--- config.mk ---
export PLATFORM = sky130hd
export DESIGN_NAME = ram_sp_stream_ctrl_flat
export DESIGN_NICKNAME = d
export VERILOG_FILES = /design/src/rtl/ram_sp_stream_ctrl_if.sv /design/src/rtl/ram_sp_stream_ctrl.sv /design/src/flat_wrapper.sv
export SDC_FILE = /design/constraint.sdc
export NUM_CORES = 1
export LEC_CHECK = 0
export CORE_ASPECT_RATIO = 1.1
export CORE_MARGIN = 2
export CORE_UTILIZATION = 49
export CTS_CLUSTER_SIZE = 24
export DETAILED_ROUTE_END_ITERATION = 7
export PLACE_DENSITY = 0.95
export SLEW_MARGIN = 5
export SYNTH_ARGS = -nofsm -noshare
export SYNTH_HDL_FRONTEND = slang
export SYNTH_SLANG_ARGS = --single-unit
--- constraint.sdc ---
create_clock -name clk -period 6.08 [get_ports clk]
set_clock_uncertainty 0.05 [all_clocks]
set_input_delay 0.912 -clock clk [delete_from_list [all_inputs] [get_ports clk]]
set_output_delay 0.912 -clock clk [all_outputs]
set_load 0.05 [all_outputs]
--- src/rtl/ram_sp_stream_ctrl_if.sv ---
// rtl/ram_sp_stream_ctrl_if.sv - stream, dump-control and RAM-port bundle for ram_sp_stream_ctrl
interface ram_sp_stream_ctrl_if #(
  parameter int DW = 8,
  parameter int AW = 4
);
  logic [DW-1:0] in_data;
  logic          in_valid;
  logic          in_ready;
  logic          start_dump;
  logic [DW-1:0] out_data;
  logic          out_valid;
  logic          out_ready;
  logic          busy;
  logic          full;
  logic [AW-1:0] ram_addr;
  logic [DW-1:0] ram_data_in;
  logic          ram_write_en;
  logic [DW-1:0] ram_data_out;

  // master: the controller, which owns every RAM port
  modport master (
    input  in_data, in_valid, start_dump, out_ready, ram_data_out,
    output in_ready, out_data, out_valid, busy, full,
           ram_addr, ram_data_in, ram_write_en
  );

  modport slave (
    output in_data, in_valid, start_dump, out_ready, ram_data_out,
    input  in_ready, out_data, out_valid, busy, full,
           ram_addr, ram_data_in, ram_write_en
  );
endinterface

--- src/rtl/ram_sp_stream_ctrl.sv ---
// rtl/ram_sp_stream_ctrl.sv - loads a byte stream into a 1-cycle-read RAM and dumps it back in order
// Optional CHECKSUM_EN adds a running XOR of accepted bytes on port checksum.
module ram_sp_stream_ctrl #(
  parameter int DW    = 8,
  parameter int AW    = 4,
  parameter int DEPTH = 16
) (
  input  logic                clk,
  input  logic                rst_n,
  ram_sp_stream_ctrl_if.master bus
`ifdef CHECKSUM_EN
  ,
  output logic [DW-1:0]       checksum
`endif
);
  localparam logic [AW:0] LP_DEPTH = (AW+1)'(DEPTH);
  localparam logic [AW:0] LP_ONE   = (AW+1)'(1);

  typedef enum logic [1:0] {S_LOAD, S_READ, S_WAIT, S_OUT} state_t;

  state_t        r_state;
  logic [AW:0]   r_count;
  logic [AW-1:0] r_rd_ptr;
  logic [DW-1:0] r_out_data;
  logic          r_out_valid;

  logic          w_in_ready;
  logic          w_wr;
  logic          w_last;
  logic [AW:0]   w_count_next;

  assign w_in_ready   = (r_state == S_LOAD) && (r_count < LP_DEPTH);
  assign w_wr         = w_in_ready & bus.in_valid;
  assign w_count_next = r_count + {{AW{1'b0}}, w_wr};
  assign w_last       = ({1'b0, r_rd_ptr} == (r_count - LP_ONE));

  assign bus.in_ready     = w_in_ready;
  assign bus.ram_write_en = w_wr;
  // Write address is the fill level; outside LOAD the read pointer drives the RAM.
  assign bus.ram_addr     = (r_state == S_LOAD) ? r_count[AW-1:0] : r_rd_ptr;
  assign bus.ram_data_in  = w_wr ? bus.in_data : '0;
  assign bus.out_data     = r_out_data;
  assign bus.out_valid    = r_out_valid;
  assign bus.busy         = (r_state != S_LOAD);
  assign bus.full         = (r_count == LP_DEPTH);

  always_ff @(posedge clk or negedge rst_n) begin
    if (!rst_n) begin
      r_state     <= S_LOAD;
      r_count     <= '0;
      r_rd_ptr    <= '0;
      r_out_data  <= '0;
      r_out_valid <= 1'b0;
    end else begin
      case (r_state)
        S_LOAD: begin
          r_count <= w_count_next;
          // A byte written in the start_dump cycle is part of the dump.
          if (bus.start_dump && (w_count_next != '0)) begin
            r_rd_ptr <= '0;
            r_state  <= S_READ;
          end
        end
        S_READ: r_state <= S_WAIT;
        S_WAIT: begin
          r_out_data  <= bus.ram_data_out;
          r_out_valid <= 1'b1;
          r_state     <= S_OUT;
        end
        S_OUT: begin
          if (bus.out_ready) begin
            r_out_valid <= 1'b0;
            if (w_last) begin
              r_count <= '0;
              r_state <= S_LOAD;
            end else begin
              r_rd_ptr <= r_rd_ptr + 1'b1;
              r_state  <= S_READ;
            end
          end
        end
        default: r_state <= S_LOAD;
      endcase
    end
  end

`ifdef CHECKSUM_EN
  logic [DW-1:0] r_checksum;

  always_ff @(posedge clk or negedge rst_n) begin
    if (!rst_n) begin
      r_checksum <= '0;
    end else if (r_state == S_OUT && bus.out_ready && w_last) begin
      r_checksum <= '0;
    end else if (w_wr) begin
      r_checksum <= r_checksum ^ bus.in_data;
    end
  end

  assign checksum = r_checksum;
`endif
endmodule

--- src/flat_wrapper.sv ---
// flat-port wrapper written by rule: the top's interface ports become plain ports
module ram_sp_stream_ctrl_flat 
#(
  parameter int DW    = 8,
  parameter int AW    = 4,
  parameter int DEPTH = 16
)
  (clk, rst_n, bus_in_data, bus_in_valid, bus_start_dump, bus_out_ready, bus_ram_data_out, bus_in_ready, bus_out_data, bus_out_valid, bus_busy, bus_full, bus_ram_addr, bus_ram_data_in, bus_ram_write_en);
  ram_sp_stream_ctrl_if #(.DW(DW), .AW(AW)) bus_i ();
  input  logic clk;
  input  logic rst_n;
  input wire logic [$bits(bus_i.in_data)-1:0] bus_in_data;
  input wire logic [$bits(bus_i.in_valid)-1:0] bus_in_valid;
  input wire logic [$bits(bus_i.start_dump)-1:0] bus_start_dump;
  input wire logic [$bits(bus_i.out_ready)-1:0] bus_out_ready;
  input wire logic [$bits(bus_i.ram_data_out)-1:0] bus_ram_data_out;
  output wire logic [$bits(bus_i.in_ready)-1:0] bus_in_ready;
  output wire logic [$bits(bus_i.out_data)-1:0] bus_out_data;
  output wire logic [$bits(bus_i.out_valid)-1:0] bus_out_valid;
  output wire logic [$bits(bus_i.busy)-1:0] bus_busy;
  output wire logic [$bits(bus_i.full)-1:0] bus_full;
  output wire logic [$bits(bus_i.ram_addr)-1:0] bus_ram_addr;
  output wire logic [$bits(bus_i.ram_data_in)-1:0] bus_ram_data_in;
  output wire logic [$bits(bus_i.ram_write_en)-1:0] bus_ram_write_en;
  assign bus_i.in_data = bus_in_data;
  assign bus_i.in_valid = bus_in_valid;
  assign bus_i.start_dump = bus_start_dump;
  assign bus_i.out_ready = bus_out_ready;
  assign bus_i.ram_data_out = bus_ram_data_out;
  assign bus_in_ready = bus_i.in_ready;
  assign bus_out_data = bus_i.out_data;
  assign bus_out_valid = bus_i.out_valid;
  assign bus_busy = bus_i.busy;
  assign bus_full = bus_i.full;
  assign bus_ram_addr = bus_i.ram_addr;
  assign bus_ram_data_in = bus_i.ram_data_in;
  assign bus_ram_write_en = bus_i.ram_write_en;
  ram_sp_stream_ctrl #(.DW(DW), .AW(AW), .DEPTH(DEPTH)) u_core (.clk(clk), .rst_n(rst_n), .bus(bus_i));
endmodule
After elaboration in Yosys (flattened, before gate mapping)
Index checks and enable logic that the tools add are counted.

Register bits: 20. Input port bits: 21. Word-level logic and storage cells: 45. Output and inout port bits: 25.

$lt $le $gt $ge: 1. Muxes and demuxes: 15. Bitwise gates (word level): 1. Reduce and logical (&&, ||, !) cells: 11. Equality and inequality tests: 9. $add $sub $neg: 3.

Operators by type and width (number): $mux W4 (4); $mux W5 (2); $pmux W5 S2 (1); $mux W8 (1); $pmux W2 S4 (1); $pmux W4 S2 (1); $ne A2 B2 Y1 const B (3); $reduce_bool A2 Y1 (3); $add A5 B1 Y5 (1); $eq A4 B5 Y1 (1); $eq A5 B5 Y1 const B (1); $lt A5 B5 Y1 const B (1); $reduce_bool A5 Y1 (1); $sub A5 B1 Y5 const B (1); $add A4 B1 Y4 const B (1); $eq A2 B2 Y1 const B (2); $mux W2 (2); $reduce_and A2 Y1 (2); $reduce_and A4 Y1 (1); $reduce_and A3 Y1 (1); $eq A2 B1 Y1 const B (1); $logic_and A1 B1 Y1 (2); $logic_not A2 Y1 (1); $mux W1 (2); 3 further kinds (3).

Depth between registers and ports, before layout
Gate-level depths: netlist of the first run.

Depth after elaboration: 8. Gate-level depth with buffers: 11. Gate-level depth less buffers: 10.

Worst setup path after synthesis of the first run
Ideal clock, no wire load.

Path kind: reg-to-output. Start point: reg u_core.r_state[0]. End point: out bus_ram_data_in[0]. Path slack: 2.612 ns. Buffers on the path: 1. Data arrival time: 2.506 ns. Data required time: 5.118 ns. Stages on the path, launching flop included: 7. Path through: dfrtp_1 inv_1 ha_1 buf_6 inv_1 nor2_1 and3_1.

Cells in the longest elaborated chain, start to end: 4.

RTL lines: start, declared (line ram_sp_stream_ctrl.sv:21) `state_t r_state;`; start signal, assigned (line ram_sp_stream_ctrl.sv:49) `r_state <= S_LOAD;`; start signal, assigned (line ram_sp_stream_ctrl.sv:61) `r_state <= S_READ;`; start signal, assigned (line ram_sp_stream_ctrl.sv:64) `S_READ: r_state <= S_WAIT;`; $logic_not A2 Y1 (line ram_sp_stream_ctrl.sv:32) `assign w_in_ready = (r_state == S_LOAD) && (r_count < LP_DEPTH);`; $logic_and A1 B1 Y1 (line ram_sp_stream_ctrl.sv:32); net bus_in_ready (line flat_wrapper.sv:17) `output wire logic [$bits(bus_i.in_ready)-1:0] bus_in_ready;`; $and A1 B1 Y1 (line ram_sp_stream_ctrl.sv:33) `assign w_wr = w_in_ready & bus.in_valid;`; $mux W8 (line ram_sp_stream_ctrl.sv:41) `assign bus.ram_data_in = w_wr ? bus.in_data : '0;`; end, declared (line flat_wrapper.sv:23) `output wire logic [$bits(bus_i.ram_data_in)-1:0] bus_ram_data_in;`.

The timed path passes the listed nets, and every way through them passes these cells.

Worst setup path in the final report of the first run
Start point: reg u_core.r_state[1]. End point: out bus_ram_data_in[1].

Cells in the longest elaborated chain, start to end: 4.

RTL lines (line): $logic_not A2 Y1 (ram_sp_stream_ctrl.sv:32); $logic_and A1 B1 Y1 (ram_sp_stream_ctrl.sv:32); $and A1 B1 Y1 (ram_sp_stream_ctrl.sv:33); $mux W8 (ram_sp_stream_ctrl.sv:41).

No other way between the ends.

==> key figures, run 1 <==
STA
  • Highest Clock Rate: 0.255 GHz
  • Pins Over Slew Limit: 0
  • Slew headroom: between 30% and 40%
  • Unrepaired setup endpoints after global routing: no
  • Pin slew with the least headroom to its limit: 0.899 ns
  • Crit path time final: ~3.9 ns
  • Part of the cycle the worst path needs: 64.5%
  • Aggregate negative setup slack: 0 ns
  • Final Hold Vio Count: 0
  • Count of endpoints failing setup in the final report: 0

Clock network
  • Buffer cell driving the clock tree root: clkbuf_4
  • TritonCTS clock tree: done
  • TritonCTS buffer count: 3
  • Reg clk slew, reported paths: 0.11 ns
  • Clock latency at the later pin of the worst-skew pair: 0.31 ns
  • CTS Hold Buffers Added: 0
  • CTS-repair resized insts: 0
  • Buffer count from post-CTS setup fixing: 0
  • H-tree level count: 1
  • CTS sink count: 20
  • Number of buffers on the longest clock path: 2

Place
  • Number of cells after detailed placement: 213
  • Placed wire-length estimate after detailed placement: 2.69 mm
  • Routability congestion estimate from global placement: 0.874
  • Number of input and output port buffers inserted: 45

Route
  • Routed Wire Length: roughly 3.4 mm
  • Final antenna-violating net count: 0
  • Number of DRC markers after the initial detailed-route iteration: 31
  • DRC Markers: 0
  • Via total after detailed routing: 1280
  • Router iterations before antenna repair: 4
  • Vias/cell: 5.93
  • Routed WL per cell: 15.8 um

Floorplan
  • Initial core utilization: 51.0%
  • Core region area: about 2800 sq um
  • Number of placement rows: 20
  • Area of the die: approximately 3300 sq um
  • Overall die height: 60.2 um
  • IO Pins: 46
  • Die boundary width: between 50 and 60 um

Yosys
  • Number of nets produced by synthesis: 171
  • Cell types with the largest area share after synthesis: dfrtp_1 36%, mux2_2 9.6%, ha_1 8.0%
  • Fraction of synthesized cell area taken by the top area cell type: 35.6%
  • Fraction of registers with async set or reset after synthesis: between 90% and 100%
  • Count of unique library cells instantiated by Yosys: 42
  • Post-Syn Area per Cell: 9.97 sq um
  • Cells after Synth: 141
  • Number of synthesized flops with an enable pin: 0
  • Flip-flop and latch count after synthesis: 20
  • Cell with the most instances after synthesis: dfrtp_1
  • Share of synthesized area occupied by flip-flops and latches: 35.6%
  • Dominant synthesized flop cell: dfrtp_1
  • Cell type with the highest aggregate area in the netlist: dfrtp_1
  • Number of warnings printed during yosys synthesis: 0
  • Post-synthesis instance area: around 1400 sq um
  • Top cells by instance count after synthesis: 20 x dfrtp_1, 12 x mux2_2, 11 x and3_1

Worst setup path
  • Ordered cell list for the critical path: inv_1, ha_1, inv_1, nor2_1, and3_1, clkdlybuf4s50_1
  • Total buffers and inverters traversed by the critical path: 3
  • CP Data Arrival Time: 2.96 ns
  • Worst reg2reg path endpoint: u_core.r_state[1]$_DFFE_PN0P_
  • Setup crit start: u_core.r_state[1]$_DFFE_PN0P_
  • Maximum fanout along the worst path: 10
  • Dominant cell type by count on the critical path: inv_1
  • Peak per-stage delay on the critical path: 0.81 ns
  • Type of element launching the critical path: register
  • Worst-path cell with the longest stage delay: clkdlybuf4s50_1
  • Capture point of the critical path: bus_ram_data_in[1]
  • Data required time at the worst endpoint: between 5 and 6 ns
  • Cell family with most CP delay: buffers and inverters
  • FF-to-FF Start: u_core.r_state[1]$_DFFE_PN0P_
  • Worst r2r path cells: 9
  • Setup slack, reg-to-reg: 2.77 ns
  • Worst setup EP type: primary output
  • Worst Path Class, Setup: reg2out
  • Critical path depth in cells: 6

Layout
  • Share of post-route cells with drive strength above 1: 11.5%
  • FILL cells: about 220
  • Area growth from synthesis to final layout: 33.0%
  • Total area of multi-input combinational cells: 817 sq um
  • Final cell count without fillers: 216
  • Antenna diodes: 0
  • Nets@finish: 215
  • Sequential cell area in the final layout: 500 sq um

Global route
  • Via count of the first global-routing pass: 1359
  • GRT Residual Overflow: 0
  • Global-route wire length before repair: 5.69 mm
  • Maximum number of pins on one net before global-route repair: 21
  • Overall Global Routing Usage: 23.8%
  • Initial antenna violation count: 0

Power
  • VDD IR-drop max: 0.000376 V
  • Power Density: between 500 and 600 nW/um^2
  • Cell leakage power: between 0.0007 and 0.0008 uW

Worst hold path
  • Hold/Removal Path Class: reg2reg

Flow run
  • Maximum Capacitance Violations: 0

Run status
  • Result of the run: complete, no violations
==> cells by family after synthesis <==
logic type,count (synthesis),synth area share (%)
adders and majority gates,9,8.01
AOI/OAI and AO/OA,24,13.4
DFF,20,35.6
buffers and inverters,16,6.23
and+or+nand+nor,51,21.0
xor gates and xnor gates,8,4.99
muxes,13,10.7
==> worst min path at each step <==
stage | start | to | slack [ns] | cells past startpoint
floorplan | u_core.r_rd_ptr[1]$_DFFE_PN0P_ | u_core.r_rd_ptr[1]$_DFFE_PN0P_ | 0.48 | 1
global placement | u_core.bus.out_data[7]$_DFFE_PN0P_ | u_core.bus.out_data[7]$_DFFE_PN0P_ | 0.44 | 1
detailed placement | u_core.bus.out_data[0]$_DFFE_PN0P_ | u_core.bus.out_data[0]$_DFFE_PN0P_ | 0.45 | 1
CTS | u_core.bus.out_data[2]$_DFFE_PN0P_ | u_core.bus.out_data[2]$_DFFE_PN0P_ | 0.47 | 1
global route | u_core.bus.out_data[2]$_DFFE_PN0P_ | u_core.bus.out_data[2]$_DFFE_PN0P_ | 0.48 | 1
finish | u_core.bus.out_data[2]$_DFFE_PN0P_ | u_core.bus.out_data[2]$_DFFE_PN0P_ | 0.47 | 1
==> layer usage <==
layer  share of wire (%)  GRT usage [%]  vias to the layer above
li1                    -              -                      602
met1                  37           25.3                      615
met2                  52           43.0                       56
met3                 8.8           5.00                        7
met4                 1.6           11.8                        0
met5                   0              0                        -
==> placed cells by master, fill, tap and decap left out, types with 6 or more instances in the layout <==
master           instances
clkdlybuf4s50_1         45
dfrtp_1                 20
mux2_2                  12
and3_1                  11
inv_1                   10
ha_1                     9
nor2_1                   8
nand2_1                  7
xnor2_1                  7
o21ai_0                  6
==> flip-flops by register name (all words and copies together), names as in the netlist <==
signal	count
u_core.r_count	5
u_core.bus.out_data	8
u_core.r_state	2
u_core.bus.out_valid	1
u_core.r_rd_ptr	4
==> per-stage QoR <==
stage          utilization, %  hold WS [ns]  setup WS [ns]  area [sq um]  total power, uW
4_1_cts                  67.9         0.473           2.16          1870             1030
5_1_grt                  67.9         0.482           1.95          1870             1100
3_5_place_dp             67.1         0.450           2.26          1850              967
6_report                 67.9         0.473           2.16          1870             1030
2_1_floorplan               -         0.480           2.61          1410              768
3_3_place_gp             67.1         0.440           2.37          1850              935
==> report_power, final <==
group	switching [uW]	internal (uW)	total, uW
combinational	436	289	725
clock	40.3	23.2	63.5
sequential	52.9	187	240
total	529	500	1030
==> final cells by class <==
type | count | area share (%)
Multi-Input combinational cell | 105 | 43.7
Sequential cell | 20 | 26.8
Timing Repair Buffer | 45 | 24.1
Tap cell | 33 | 2.21
Inverter | 10 | 2.01
Clock buffer | 3 | 1.20
Power figures use the tool's default switching activity.
==> inputs of run 2 (changes only) <==
--- a/config.mk
+++ b/config.mk
@@ -7,10 +7,10 @@
 export LEC_CHECK = 0
 export CORE_ASPECT_RATIO = 1.1
 export CORE_MARGIN = 2
-export CORE_UTILIZATION = 49
+export CORE_UTILIZATION = 46
 export CTS_CLUSTER_SIZE = 24
 export DETAILED_ROUTE_END_ITERATION = 7
-export PLACE_DENSITY = 0.95
+export PLACE_DENSITY = 0.9
 export SLEW_MARGIN = 5
 export SYNTH_ARGS = -nofsm -noshare
 export SYNTH_HDL_FRONTEND = slang
==> constraint.sdc (replaced) <==
create_clock -name clk -period 4 [get_ports clk]
set_clock_uncertainty 0.05 [all_clocks]
set_input_delay 0.6 -clock clk [delete_from_list [all_inputs] [get_ports clk]]
set_output_delay 0.6 -clock clk [all_outputs]
set_load 0.05 [all_outputs]
==> run 2 against run 1 <==
Against the previous run: count of clock-buffer cells in the layout is the same; highest routed layer unchanged; total power rose by 59%; largest cell class unchanged; largest power group unchanged; die area increased by 6.1%.
==> key figures, run 2 (synthesis gave the netlist of run 1 again) <==
Worst setup path
  • FF-to-FF Start: u_core.r_state[0]$_DFFE_PN0P_ (was u_core.r_state[1]$_DFFE_PN0P_)
  • Worst reg2reg path endpoint: u_core.r_state[1]$_DFFE_PN0P_ (unchanged)
  • Dominant cell type by count on the critical path: inv_1 (unchanged)
  • Worst-path cell with the longest stage delay: clkdlybuf4s50_1 (unchanged)
  • Worst setup EP type: primary output (unchanged)
  • Setup slack, reg-to-reg: 0.73 ns (was 2.77 ns)
  • Worst r2r path cells: 9 (unchanged)
  • CP Data Arrival Time: 2.89 ns (was 2.96 ns)
  • Peak per-stage delay on the critical path: 0.81 ns (about the same)
  • Maximum fanout along the worst path: 10 (unchanged)
  • Ordered cell list for the critical path: inv_1, ha_1, inv_1, nor2_1, and3_1, clkdlybuf4s50_1 (unchanged)
  • Setup crit start: u_core.r_state[0]$_DFFE_PN0P_ (was u_core.r_state[1]$_DFFE_PN0P_)
  • Worst Path Class, Setup: reg2out (unchanged)
  • Type of element launching the critical path: register (unchanged)
  • Capture point of the critical path: bus_ram_data_in[1] (unchanged)
  • Data required time at the worst endpoint: 3.35 ns (was 5.12 ns)

Clock network
  • TritonCTS clock tree: done (unchanged)
  • H-tree level count: 1 (unchanged)
  • Number of buffers on the longest clock path: 2 (unchanged)
  • Clock latency at the later pin of the worst-skew pair: 0.31 ns (about the same)
  • CTS sink count: 20 (unchanged)
  • Reg clk slew, reported paths: 0.11 ns (about the same)
  • Buffer count from post-CTS setup fixing: 0 (unchanged)
  • CTS-repair resized insts: 0 (unchanged)
  • CTS Hold Buffers Added: 0 (unchanged)
  • TritonCTS buffer count: 3 (unchanged)
  • Buffer cell driving the clock tree root: clkbuf_4 (unchanged)

Global route
  • Maximum number of pins on one net before global-route repair: 21 (unchanged)
  • Overall Global Routing Usage: 20.1% (was 23.8%)
  • Initial antenna violation count: 0 (unchanged)
  • GRT Residual Overflow: 0 (unchanged)
  • Global-route wire length before repair: 5.46 mm (was 5.69 mm)
  • Via count of the first global-routing pass: 1204 (was 1359)

Floorplan
  • Die boundary width: 56.7 um (was 55.1 um)
  • IO Pins: 46 (unchanged)
  • Number of placement rows: 21 (was 20)
  • Overall die height: 62.0 um (was 60.2 um)
  • Initial core utilization: 47.3% (was 51.0%)
  • Core region area: 2970 sq um (was 2750 sq um)
  • Area of the die: 3510 sq um (was 3310 sq um)

Flow run
  • Maximum Capacitance Violations: 0 (unchanged)

Run status
  • Result of the run: complete, no violations (unchanged)

STA
  • Aggregate negative setup slack: 0 ns (unchanged)
  • Highest Clock Rate: 0.282 GHz
  • Min setup slack post-route: 0.457 ns (was 2.16 ns)
  • Pin slew with the least headroom to its limit: 0.878 ns (was 0.899 ns)
  • Crit path time final: 3.54 ns
  • Part of the cycle the worst path needs: 88.6%
  • Final Hold Vio Count: 0 (unchanged)
  • Pins Over Slew Limit: 0 (unchanged)
  • Slew headroom: 41.3% (was 39.9%)
  • Unrepaired setup endpoints after global routing: no (unchanged)
  • Count of endpoints failing setup in the final report: 0 (unchanged)

Layout
  • Leading cell types in the layout, fill and taps excluded: 45 x clkdlybuf4s50_1, 20 x dfrtp_1, 12 x mux2_2, 11 x and3_1, 10 x inv_1 (unchanged)
  • Most common library cell in the layout ignoring fill and taps: clkdlybuf4s50_1 (unchanged)
  • Antenna diodes: 0 (unchanged)
  • Nets@finish: 215 (unchanged)
  • Area growth from synthesis to final layout: 35.3% (was 33.0%)
  • Share of post-route cells with drive strength above 1: 12.0% (was 11.5%)
  • Flip-flop count of the largest register, all copies and words added: 8 (unchanged)
  • FILL cells: 236 (was 224)

Route
  • Routed Wire Length: 3.49 mm (was 3.42 mm)
  • Vias/cell: 5.89 (was 5.93)
  • Routed WL per cell: 16.0 um (was 15.8 um)
  • Router iterations before antenna repair: 4 (unchanged)
  • DRC Markers: 0 (unchanged)
  • Top layer in use: met4 (unchanged)
  • Final antenna-violating net count: 0 (unchanged)
  • Detailed-route wire length on metal 1: 1.37 mm (was 1.27 mm)
  • Metal3 WL: 266 um (was 301 um)
  • Via total after detailed routing: 1283 (was 1280)
  • Number of DRC markers after the initial detailed-route iteration: 45 (was 31)
  • Detail Route met2 WL: 1.83 mm (was 1.79 mm)

Power
  • Cell leakage power: 0.000810 uW (was 0.000796 uW)
  • VDD IR-drop max: 0.000701 V (was 0.000376 V)
  • Power Density: 862 nW/um^2 (was 550 nW/um^2)

Worst hold path
  • Startpoint of the most critical hold path: u_core.bus.out_data[1]$_DFFE_PN0P_ (was u_core.bus.out_data[2]$_DFFE_PN0P_)
  • Hold Path Stages: 1 (unchanged)
  • Hold/Removal Path Class: reg2reg (unchanged)

Place
  • Routability congestion estimate from global placement: 0.923 (was 0.874)
  • Placed wire-length estimate after detailed placement: 2.70 mm (was 2.69 mm)
  • Number of input and output port buffers inserted: 45 (unchanged)
  • Post-Place Worst Slack: 0.472 ns (was 2.26 ns)
-- run 2: cell count changes in the layout (fill, tap and decap cells not counted), sizes merged --
cell | before | now
bufinv | 0 | 1
-- run 2: through the flow --
stage	hold WS [ns]	power (uW)	instances	area (sq um)	utilization (%)
final	0.470	1640	218	1900	64.0
after CTS	0.472	1640	218	1900	64.0
after floorplan	0.254	1170	141	1410	-
after global routing	0.495	1730	218	1900	64.0
after global placement	0.439	1420	214	1850	62.2
after detailed placement	0.446	1470	214	1850	62.2
-- run 2: critical path: cells and delay by family, from the launching register on --
kind	cells	cell delay, ns
fa+ha+maj	1	0.41
buf+inv	3	1.14
simple gates	2	0.60
flops	1	0.43
-- run 2: worst min path at each step --
stage / slack, ns / endpoint
floorplan: 0.25 / u_core.bus.out_data[0]$_DFFE_PN0P_
global placement: 0.44 / u_core.bus.out_data[7]$_DFFE_PN0P_
detailed placement: 0.45 / u_core.bus.out_data[1]$_DFFE_PN0P_
CTS: 0.47 / u_core.bus.out_data[1]$_DFFE_PN0P_
global route: 0.49 / u_core.bus.out_data[1]$_DFFE_PN0P_
finish: 0.47 / u_core.bus.out_data[1]$_DFFE_PN0P_
-- run 2: report_power, final --
group | internal [uW] | switching, uW
Sequential | 285 | 84.2
Clock | 101 | 64.9
Combinational | 441 | 662
Total | 827 | 811
-- run 2: final cells by class --
| class | count | area, sq um | area share (%) |
|---|---|---|---|
| sequential | 20 | 500 | 26.3 |
| multi-input combinational | 105 | 817 | 43.0 |
| clock inverter | 1 | 30.0 | 1.58 |
| clock buffer | 3 | 22.5 | 1.18 |
| tap | 34 | 42.5 | 2.24 |
| timing repair buffer | 45 | 450 | 23.7 |
| inverter | 10 | 37.5 | 1.97 |
-- run 2: routing by layer --
| metal | vias to the layer above | GRT usage, % |
|---|---|---|
| met5 | - | 0 |
| met4 | 0 | 5.10 |
| li1 | 600 | - |
| met3 | 2 | 3.93 |
| met1 | 621 | 21.7 |
| met2 | 60 | 40.5 |
